`config.mk`:
```
export PLATFORM = sky130hd
export DESIGN_NAME = cv32e40p_ex_wb_pipeline_flat
export DESIGN_NICKNAME = d
export VERILOG_FILES = /design/src/rtl/cv32e40p_pkg.sv /design/src/rtl/cv32e40p_ex_wb_pipeline_if.sv /design/src/rtl/cv32e40p_ft_err_counter.sv /design/src/rtl/cv32e40p_ex_wb_pipeline.sv /design/src/flat_wrapper.sv
export SDC_FILE = /design/constraint.sdc
export NUM_CORES = 1
export LEC_CHECK = 0
export ABC_CLOCK_PERIOD_IN_PS = 2080
export BUFFER_PORTS_ARGS = -buffer_cell sky130_fd_sc_hd__buf_2
export CAP_MARGIN = 10
export CORE_UTILIZATION = 44
export CTS_BUF_LIST = sky130_fd_sc_hd__clkbuf_4 sky130_fd_sc_hd__clkbuf_8
export DETAILED_ROUTE_END_ITERATION = 10
export GPL_ROUTABILITY_DRIVEN = 1
export PLACE_DENSITY = 0.73
export SLEW_MARGIN = 20
export SYNTH_ARGS = -nofsm -noshare
export SYNTH_HDL_FRONTEND = slang
export SYNTH_HIERARCHICAL = 1
export SYNTH_SLANG_ARGS = --single-unit
```
`constraint.sdc`:
```
create_clock -name clk -period 2.08 [get_ports clk]
set_input_delay 0.208 -clock clk [delete_from_list [all_inputs] [get_ports clk]]
set_output_delay 0.208 -clock clk [all_outputs]
set_load 0.02 [all_outputs]
```
`src/rtl/cv32e40p_pkg.sv`:
```
// cv32e40p_pkg: shared widths and the EX/WB payload layout used for storage and parity.
package cv32e40p_pkg;
  localparam int REGFILE_ADDR_W = 6;
  localparam int FT_SEL_MUX_W = 3;
  typedef struct packed {
    logic                      valid;
    logic                      we;
    logic [REGFILE_ADDR_W-1:0] waddr;
    logic                      load;
    logic [FT_SEL_MUX_W-1:0]   sel_mux;
  } ex_wb_payload_t;
  function automatic logic payload_parity(input ex_wb_payload_t p, input logic odd);
    return ^p ^ odd;
  endfunction
endpackage

```
`src/rtl/cv32e40p_ex_wb_pipeline_if.sv`:
```
// cv32e40p_ex_wb_pipeline_if: EX-side inputs and WB-side outputs of the EX/WB register.
interface cv32e40p_ex_wb_pipeline_if;
  import cv32e40p_pkg::*;
  logic                      ex_valid_i;
  logic                      wb_ready_i;
  logic                      regfile_we_ex_i;
  logic [REGFILE_ADDR_W-1:0] regfile_waddr_ex_i;
  logic                      data_req_ex_i;
  logic                      data_we_ex_i;
  logic [FT_SEL_MUX_W-1:0]   sel_mux_ex_i;
  logic                      wb_valid_o;
  logic                      regfile_we_wb_o;
  logic [REGFILE_ADDR_W-1:0] regfile_waddr_wb_o;
  logic                      load_in_wb_o;
  logic [FT_SEL_MUX_W-1:0]   sel_mux_wb_o;
  modport master (
    output ex_valid_i, wb_ready_i, regfile_we_ex_i, regfile_waddr_ex_i,
           data_req_ex_i, data_we_ex_i, sel_mux_ex_i,
    input  wb_valid_o, regfile_we_wb_o, regfile_waddr_wb_o, load_in_wb_o, sel_mux_wb_o
  );
  modport slave (
    input  ex_valid_i, wb_ready_i, regfile_we_ex_i, regfile_waddr_ex_i,
           data_req_ex_i, data_we_ex_i, sel_mux_ex_i,
    output wb_valid_o, regfile_we_wb_o, regfile_waddr_wb_o, load_in_wb_o, sel_mux_wb_o
  );
endinterface

```
`src/rtl/cv32e40p_ft_err_counter.sv`:
```
// cv32e40p_ft_err_counter: counts rising edges of an error flag, saturating, with sync clear.
module cv32e40p_ft_err_counter #(
  parameter int CNT_W = 4
) (
  input  logic             clk,
  input  logic             rst_n,
  input  logic             err_i,
  input  logic             clear_i,
  output logic [CNT_W-1:0] count_o
);
  logic             err_q;
  logic [CNT_W-1:0] cnt_q, cnt_d;
  always_comb cnt_d = clear_i ? '0 : (err_i && !err_q && cnt_q != '1) ? cnt_q + 1'b1 : cnt_q;
  always_ff @(posedge clk or negedge rst_n) begin
    if (!rst_n) begin
      err_q <= 1'b0;
      cnt_q <= '0;
    end else begin
      err_q <= err_i;
      cnt_q <= cnt_d;
    end
  end
  assign count_o = cnt_q;
endmodule

```
`src/rtl/cv32e40p_ex_wb_pipeline.sv`:
```
// cv32e40p_ex_wb_pipeline: parity-protected EX/WB register with write masking and error counting.
module cv32e40p_ex_wb_pipeline
  import cv32e40p_pkg::*;
#(
  parameter bit PARITY_ODD  = 1'b0,
  parameter bit MASK_ON_ERR = 1'b1,
  parameter int ERR_CNT_W   = 4
) (
  input  logic                      clk,
  input  logic                      rst_n,
  cv32e40p_ex_wb_pipeline_if.slave  bus,
  input  logic                      flush_i,
  input  logic                      err_clear_i,
  input  logic                      fault_inject_i,
  output logic                      parity_err_o,
  output logic [ERR_CNT_W-1:0]      err_count_o
);
  ex_wb_payload_t payload_q, payload_d;
  logic           par_q, par_d, write;
  // Flush and bubble both kill the slot; only valid/we/load change, address and mux select hold.
  always_comb begin
    payload_d = payload_q;
    write = flush_i | bus.ex_valid_i | bus.wb_ready_i;
    if (bus.ex_valid_i && !flush_i) begin
      payload_d.valid   = 1'b1;
      payload_d.we      = bus.regfile_we_ex_i;
      payload_d.waddr   = bus.regfile_we_ex_i ? bus.regfile_waddr_ex_i : payload_q.waddr;
      payload_d.load    = bus.data_req_ex_i & ~bus.data_we_ex_i;
      payload_d.sel_mux = bus.sel_mux_ex_i;
    end else if (write) begin
      payload_d.valid = 1'b0;
      payload_d.we    = 1'b0;
      payload_d.load  = 1'b0;
    end
    par_d = payload_parity(payload_d, PARITY_ODD) ^ fault_inject_i;
  end
  always_ff @(posedge clk or negedge rst_n) begin
    if (!rst_n) begin
      payload_q <= '0;
      par_q     <= PARITY_ODD;
    end else if (write) begin
      payload_q <= payload_d;
      par_q     <= par_d;
    end
  end
  assign parity_err_o           = payload_parity(payload_q, PARITY_ODD) != par_q;
  assign bus.wb_valid_o         = payload_q.valid;
  assign bus.regfile_we_wb_o    = payload_q.we & ~(MASK_ON_ERR & parity_err_o);
  assign bus.regfile_waddr_wb_o = payload_q.waddr;
  assign bus.load_in_wb_o       = payload_q.load;
  assign bus.sel_mux_wb_o       = payload_q.sel_mux;
  cv32e40p_ft_err_counter #(.CNT_W(ERR_CNT_W)) u_err_cnt (
    .clk    (clk),
    .rst_n  (rst_n),
    .err_i  (parity_err_o),
    .clear_i(err_clear_i),
    .count_o(err_count_o)
  );
endmodule
```
`src/flat_wrapper.sv`:
```
// flat-port wrapper written by rule: the top's interface ports become plain ports
module cv32e40p_ex_wb_pipeline_flat import cv32e40p_pkg::*;
#(
  parameter bit PARITY_ODD  = 1'b0,
  parameter bit MASK_ON_ERR = 1'b1,
  parameter int ERR_CNT_W   = 4
)
  (clk, rst_n, flush_i, err_clear_i, fault_inject_i, parity_err_o, err_count_o, bus_ex_valid_i, bus_wb_ready_i, bus_regfile_we_ex_i, bus_regfile_waddr_ex_i, bus_data_req_ex_i, bus_data_we_ex_i, bus_sel_mux_ex_i, bus_wb_valid_o, bus_regfile_we_wb_o, bus_regfile_waddr_wb_o, bus_load_in_wb_o, bus_sel_mux_wb_o);
  cv32e40p_ex_wb_pipeline_if bus_i ();
  input  logic clk;
  input  logic rst_n;
  input  logic flush_i;
  input  logic err_clear_i;
  input  logic fault_inject_i;
  output logic parity_err_o;
  output logic [ERR_CNT_W-1:0] err_count_o;
  input wire logic [$bits(bus_i.ex_valid_i)-1:0] bus_ex_valid_i;
  input wire logic [$bits(bus_i.wb_ready_i)-1:0] bus_wb_ready_i;
  input wire logic [$bits(bus_i.regfile_we_ex_i)-1:0] bus_regfile_we_ex_i;
  input wire logic [$bits(bus_i.regfile_waddr_ex_i)-1:0] bus_regfile_waddr_ex_i;
  input wire logic [$bits(bus_i.data_req_ex_i)-1:0] bus_data_req_ex_i;
  input wire logic [$bits(bus_i.data_we_ex_i)-1:0] bus_data_we_ex_i;
  input wire logic [$bits(bus_i.sel_mux_ex_i)-1:0] bus_sel_mux_ex_i;
  output wire logic [$bits(bus_i.wb_valid_o)-1:0] bus_wb_valid_o;
  output wire logic [$bits(bus_i.regfile_we_wb_o)-1:0] bus_regfile_we_wb_o;
  output wire logic [$bits(bus_i.regfile_waddr_wb_o)-1:0] bus_regfile_waddr_wb_o;
  output wire logic [$bits(bus_i.load_in_wb_o)-1:0] bus_load_in_wb_o;
  output wire logic [$bits(bus_i.sel_mux_wb_o)-1:0] bus_sel_mux_wb_o;
  assign bus_i.ex_valid_i = bus_ex_valid_i;
  assign bus_i.wb_ready_i = bus_wb_ready_i;
  assign bus_i.regfile_we_ex_i = bus_regfile_we_ex_i;
  assign bus_i.regfile_waddr_ex_i = bus_regfile_waddr_ex_i;
  assign bus_i.data_req_ex_i = bus_data_req_ex_i;
  assign bus_i.data_we_ex_i = bus_data_we_ex_i;
  assign bus_i.sel_mux_ex_i = bus_sel_mux_ex_i;
  assign bus_wb_valid_o = bus_i.wb_valid_o;
  assign bus_regfile_we_wb_o = bus_i.regfile_we_wb_o;
  assign bus_regfile_waddr_wb_o = bus_i.regfile_waddr_wb_o;
  assign bus_load_in_wb_o = bus_i.load_in_wb_o;
  assign bus_sel_mux_wb_o = bus_i.sel_mux_wb_o;
  cv32e40p_ex_wb_pipeline #(.PARITY_ODD(PARITY_ODD), .MASK_ON_ERR(MASK_ON_ERR), .ERR_CNT_W(ERR_CNT_W)) u_core (.clk(clk), .rst_n(rst_n), .bus(bus_i), .flush_i(flush_i), .err_clear_i(err_clear_i), .fault_inject_i(fault_inject_i), .parity_err_o(parity_err_o), .err_count_o(err_count_o));
endmodule
```
==> results.toml <==
[power]
net-switching-power_w = 0.000694
powerDensity_mw_per_mm2 = 1220
clockPowerShare = 0.112
switching_share = 0.391
power.sequential.fraction = 0.268
combinationalPowerShare = 0.620
internal_power_w = 0.00108
max-vdd-ir-drop_uv = 970
p_leak_nw = 0.725

[clocking]
clkSlewWorstSetupHoldPaths_ps = 110
cts_made_buffers = 3
cts_tree = "yes"
clock-root-buffer = "sky130_fd_sc_hd__clkbuf_4"
htreeDepth = 1
worst_skew_pair.late_latency_ps = 290
cts.path.max_buffers = 2
numClockSinks = 18

[hold_path]
holdPathEnd = "u_core/bus.sel_mux_wb_o[1]"
whs_path_depth = 3
hold_path_startpoint = "bus_sel_mux_ex_i[1]"
hp-class = "in -> reg"

[placed_design]
place_hpwl_microns = 1770
gp_congestion = 0.748
dp_slack_ps = 21.5
place.port_buffers = 35

[die]
die-area_sq_mm = 0.00287
die-width_microns = 53.5
placeableCoreArea_sq_mm = 0.00250
floorplan.io_pins = 36
fp-row-count = 18
die_y_microns = 53.5
initial_utilization = 0.467

[grt]
first_global_vias = 868
grt_start_max_net_pins = 19
antenna_violations_before_repair = 0
global_route.usage.total = 0.186
grt_first_pass_wirelength_microns = 3710
overflow = 0

[timing]
setup_ws_ps = 71.7
tightest_slew_ps = 410
slew_headroom = 0.726
hold_violations = 0
fin_crit_sh = 0.966
setup_violators_final = 0
grt_setup_unrepaired = "true"
timing.clock.skew_ps = 5.45
finalHoldWorstSlack_ps = 127
finalWorstPathRequiredPeriod_ps = 2010
achievable_frequency_mhz = 498
report.final.slew_viol_count = 0

[critical_path]
critical_path_required_ps = 1870
critPathKind = "reg -> out"
worst-r2r-setup-slack_ps = 80
crit_fanout = 4
worst_stage_delay_on_the_critical_path_ps = 420
path_cells = "xor3_2 > xnor2_2 > xnor2_2 > buf_4 > buf_2"
worst_r2r_startpoint = "u_core/bus.regfile_waddr_wb_o[3]"
worst_setup_path_end_kind = "primary output"
most_frequent_cell_on_the_critical_path = "sky130_fd_sc_hd__xnor2_2"
worst_setup_path_start_kind = "flop"
reg_to_reg_end = "u_core/u_err_cnt/count_o[0]"
worst_ep_arrival_time_ps = 1800
r2r.worst_path.cells = 7
timing.critical_path.slowest_stage_cell = "sky130_fd_sc_hd__dfrtp_1"

[synth]
synth.avg_cell_area_sq_um = 10.6
syn-num-nets = 130
syn_area_sq_mm = 0.00117
yosysSeqAreaShare = 0.385
synth_cells = 110
post_synth_num_cell_types = 35
synthesis.yosys.warnings = 6
synth.ff_latch_count = 18

[layout]
areaGrowthSynthToFinish_pct = 24.5
antenna_cells = 0
fin_util = 0.582
fraction_of_layout_cells_with_a_size_suffix_above_1 = 0.439
number_of_nets_in_the_layout = 169

[status]
outcome = "finished clean"

[routing]
drt_iter0_markers = 18
drc = 0
wl_per_cell_microns = 12.8
wl_microns = 2280
drtPass1Iterations = 4
avgViaCountPerCell = 4.92
route.vias.total = 875
drt.antenna.violating_nets = 0

[job]
timing.max_cap.violations = 0
==> how the worst max path moves through the flow <==
| stage | cells past startpoint | endpoint | slack [ps] | from |
|---|---|---|---|---|
| floorplan | 6 | u_core/u_err_cnt/count_o[0] | 10 | u_core/bus.regfile_waddr_wb_o[4] |
| global placement | 6 | u_core/u_err_cnt/count_o[0] | 90 | u_core/bus.regfile_waddr_wb_o[4] |
| detailed placement | 6 | u_core/u_err_cnt/count_o[0] | 20 | u_core/bus.regfile_waddr_wb_o[4] |
| CTS | 6 | bus_regfile_we_wb_o | 20 | u_core/bus.regfile_waddr_wb_o[2] |
| global route | 6 | bus_regfile_we_wb_o | -10 | u_core/bus.regfile_waddr_wb_o[3] |
| finish | 5 | parity_err_o | 70 | u_core/bus.regfile_waddr_wb_o[3] |
==> logic make-up after synthesis <==
| family | count (synthesis) | share of synthesized area |
|---|---|---|
| adders and majority gates | 1 | 0.0107 |
| buffers and inverters | 14 | 0.0771 |
| muxes | 10 | 0.0964 |
| and+or+nand+nor | 39 | 0.205 |
| AOI/OAI and AO/OA | 12 | 0.0685 |
| DFF | 18 | 0.385 |
| xor gates and xnor gates | 16 | 0.157 |
==> per-stage QoR <==
stage | instances | power (W) | cell area, sq um | setup TNS (ps)
floorplan | 110 | 0.00120 | 1190 | 0
global placement | 167 | 0.00139 | 1350 | 0
detailed placement | 167 | 0.00142 | 1350 | 0
CTS | 173 | 0.00174 | 1420 | 0
global route | 178 | 0.00189 | 1460 | -26.5
finish | 178 | 0.00178 | 1460 | 0
==> cell usage after synthesis <==
library cell               number  area share
sky130_fd_sc_hd__mux2i_1        3       0.026
sky130_fd_sc_hd__or3_1          1      0.0054
sky130_fd_sc_hd__o22ai_1        1      0.0054
sky130_fd_sc_hd__dfrtp_1       18        0.39
sky130_fd_sc_hd__a21o_1         2       0.013
sky130_fd_sc_hd__xnor2_1       11       0.082
sky130_fd_sc_hd__xor2_1         2       0.015
sky130_fd_sc_hd__nand3b_4       1       0.017
sky130_fd_sc_hd__nor4bb_1       1      0.0086
sky130_fd_sc_hd__a31oi_2        1       0.011
sky130_fd_sc_hd__a211oi_1       2       0.013
sky130_fd_sc_hd__and2b_4        1      0.0086
sky130_fd_sc_hd__nor2_1         4       0.013
sky130_fd_sc_hd__or2_0          1      0.0054
sky130_fd_sc_hd__nand3_1        3       0.013
sky130_fd_sc_hd__nand2_1        9       0.029
sky130_fd_sc_hd__inv_1          4       0.013
sky130_fd_sc_hd__xor3_1         2       0.041
sky130_fd_sc_hd__nand4_1        1      0.0054
sky130_fd_sc_hd__xnor3_1        1       0.019
sky130_fd_sc_hd__nand2b_4       1       0.012
sky130_fd_sc_hd__nor4_1         1      0.0054
sky130_fd_sc_hd__or3b_1         2       0.015
sky130_fd_sc_hd__o21ai_0        2      0.0086
sky130_fd_sc_hd__a21oi_1        3       0.013
sky130_fd_sc_hd__mux2_2         6       0.058
sky130_fd_sc_hd__mux2_4         1       0.013
sky130_fd_sc_hd__buf_4         10       0.064
sky130_fd_sc_hd__a31oi_1        1      0.0054
sky130_fd_sc_hd__nor2b_1        5       0.027
sky130_fd_sc_hd__nand2b_1       3       0.016
sky130_fd_sc_hd__and2_1         1      0.0054
sky130_fd_sc_hd__ha_1           1       0.011
sky130_fd_sc_hd__nor3_1         3       0.013
sky130_fd_sc_hd__nand3b_1       1      0.0064
==> cell usage in the layout (no fill, tap or decap), types with 2 or more instances in the layout <==
cell / synthesis / final
sky130_fd_sc_hd__inv_1: 4 / 4
sky130_fd_sc_hd__a211oi_1: 2 / 2
sky130_fd_sc_hd__mux2i_1: 3 / 3
sky130_fd_sc_hd__nand2_1: 9 / 9
sky130_fd_sc_hd__buf_2: 0 / 34
sky130_fd_sc_hd__or3b_1: 2 / 2
sky130_fd_sc_hd__a21o_1: 2 / 2
sky130_fd_sc_hd__nor2_1: 4 / 3
sky130_fd_sc_hd__xnor2_2: 0 / 3
sky130_fd_sc_hd__nand2b_1: 3 / 3
sky130_fd_sc_hd__clkbuf_4: 0 / 4
sky130_fd_sc_hd__nand3_1: 3 / 3
sky130_fd_sc_hd__dfrtp_1: 18 / 16
sky130_fd_sc_hd__dfrtp_2: 0 / 2
sky130_fd_sc_hd__mux2_2: 6 / 6
sky130_fd_sc_hd__o21ai_0: 2 / 2
sky130_fd_sc_hd__a21oi_1: 3 / 3
sky130_fd_sc_hd__xor2_1: 2 / 2
sky130_fd_sc_hd__buf_4: 10 / 8
sky130_fd_sc_hd__xnor2_1: 11 / 8
sky130_fd_sc_hd__nor2b_1: 5 / 5
sky130_fd_sc_hd__nor3_1: 3 / 3
==> sequential cells by signal (all words and copies together) (netlist names) <==
name                           flops
u_core/bus.load_in_wb_o            1
u_core/bus.regfile_waddr_wb_o      6
u_core/bus.sel_mux_wb_o            3
u_core/payload_q                   1
u_core/par_q                       1
u_core/u_err_cnt/err_q             1
u_core/bus.wb_valid_o              1
u_core/u_err_cnt/count_o           4
==> final cells by class <==
type	instances	area, sq um
well taps	30	37.5
inverters	4	15.0
fillers	231	1040
repair buffers	44	251
multi-input cells	78	668
clock buffers	4	30.0
flip-flops and latches	18	453
==> timing repair <==
action / 4_1_cts / 5_1_grt
pin swaps: 3 / 2
hold endpoints to repair: 18 / 0
gates cloned: 0 / 0
endpoints found under the setup margin: 2 / 6
setup buffers: 1 / 5
hold buffers: 1 / 0
resized for setup: 5 / 2
==> power groups by stage <==
stage	clock network (W)	logic [W]	registers, W
6_report	0.000199	0.00110	0.000476
2_1_floorplan	0	0.000704	0.000492
4_1_cts	0.000206	0.00105	0.000479
3_5_place_dp	0	0.000936	0.000485
5_1_grt	0.000222	0.00118	0.000484
3_3_place_gp	0	0.000908	0.000481
==> worst max-delay path: cells and delay by family, from the launching register on <==
kind	cells	cell delay [ps]
XOR/XNOR	3	780
flip-flops	1	420
buffers and inverters	2	320
==> per-layer routing <==
layer  wire, microns  GRT usage  vias up
met5               0          0        -
met4              21     0.0789        0
met3              91     0.0339        2
met2            1150      0.333       25
met1            1010      0.214      403
li1                -          -      445
(Power assumes the default switching activity.)
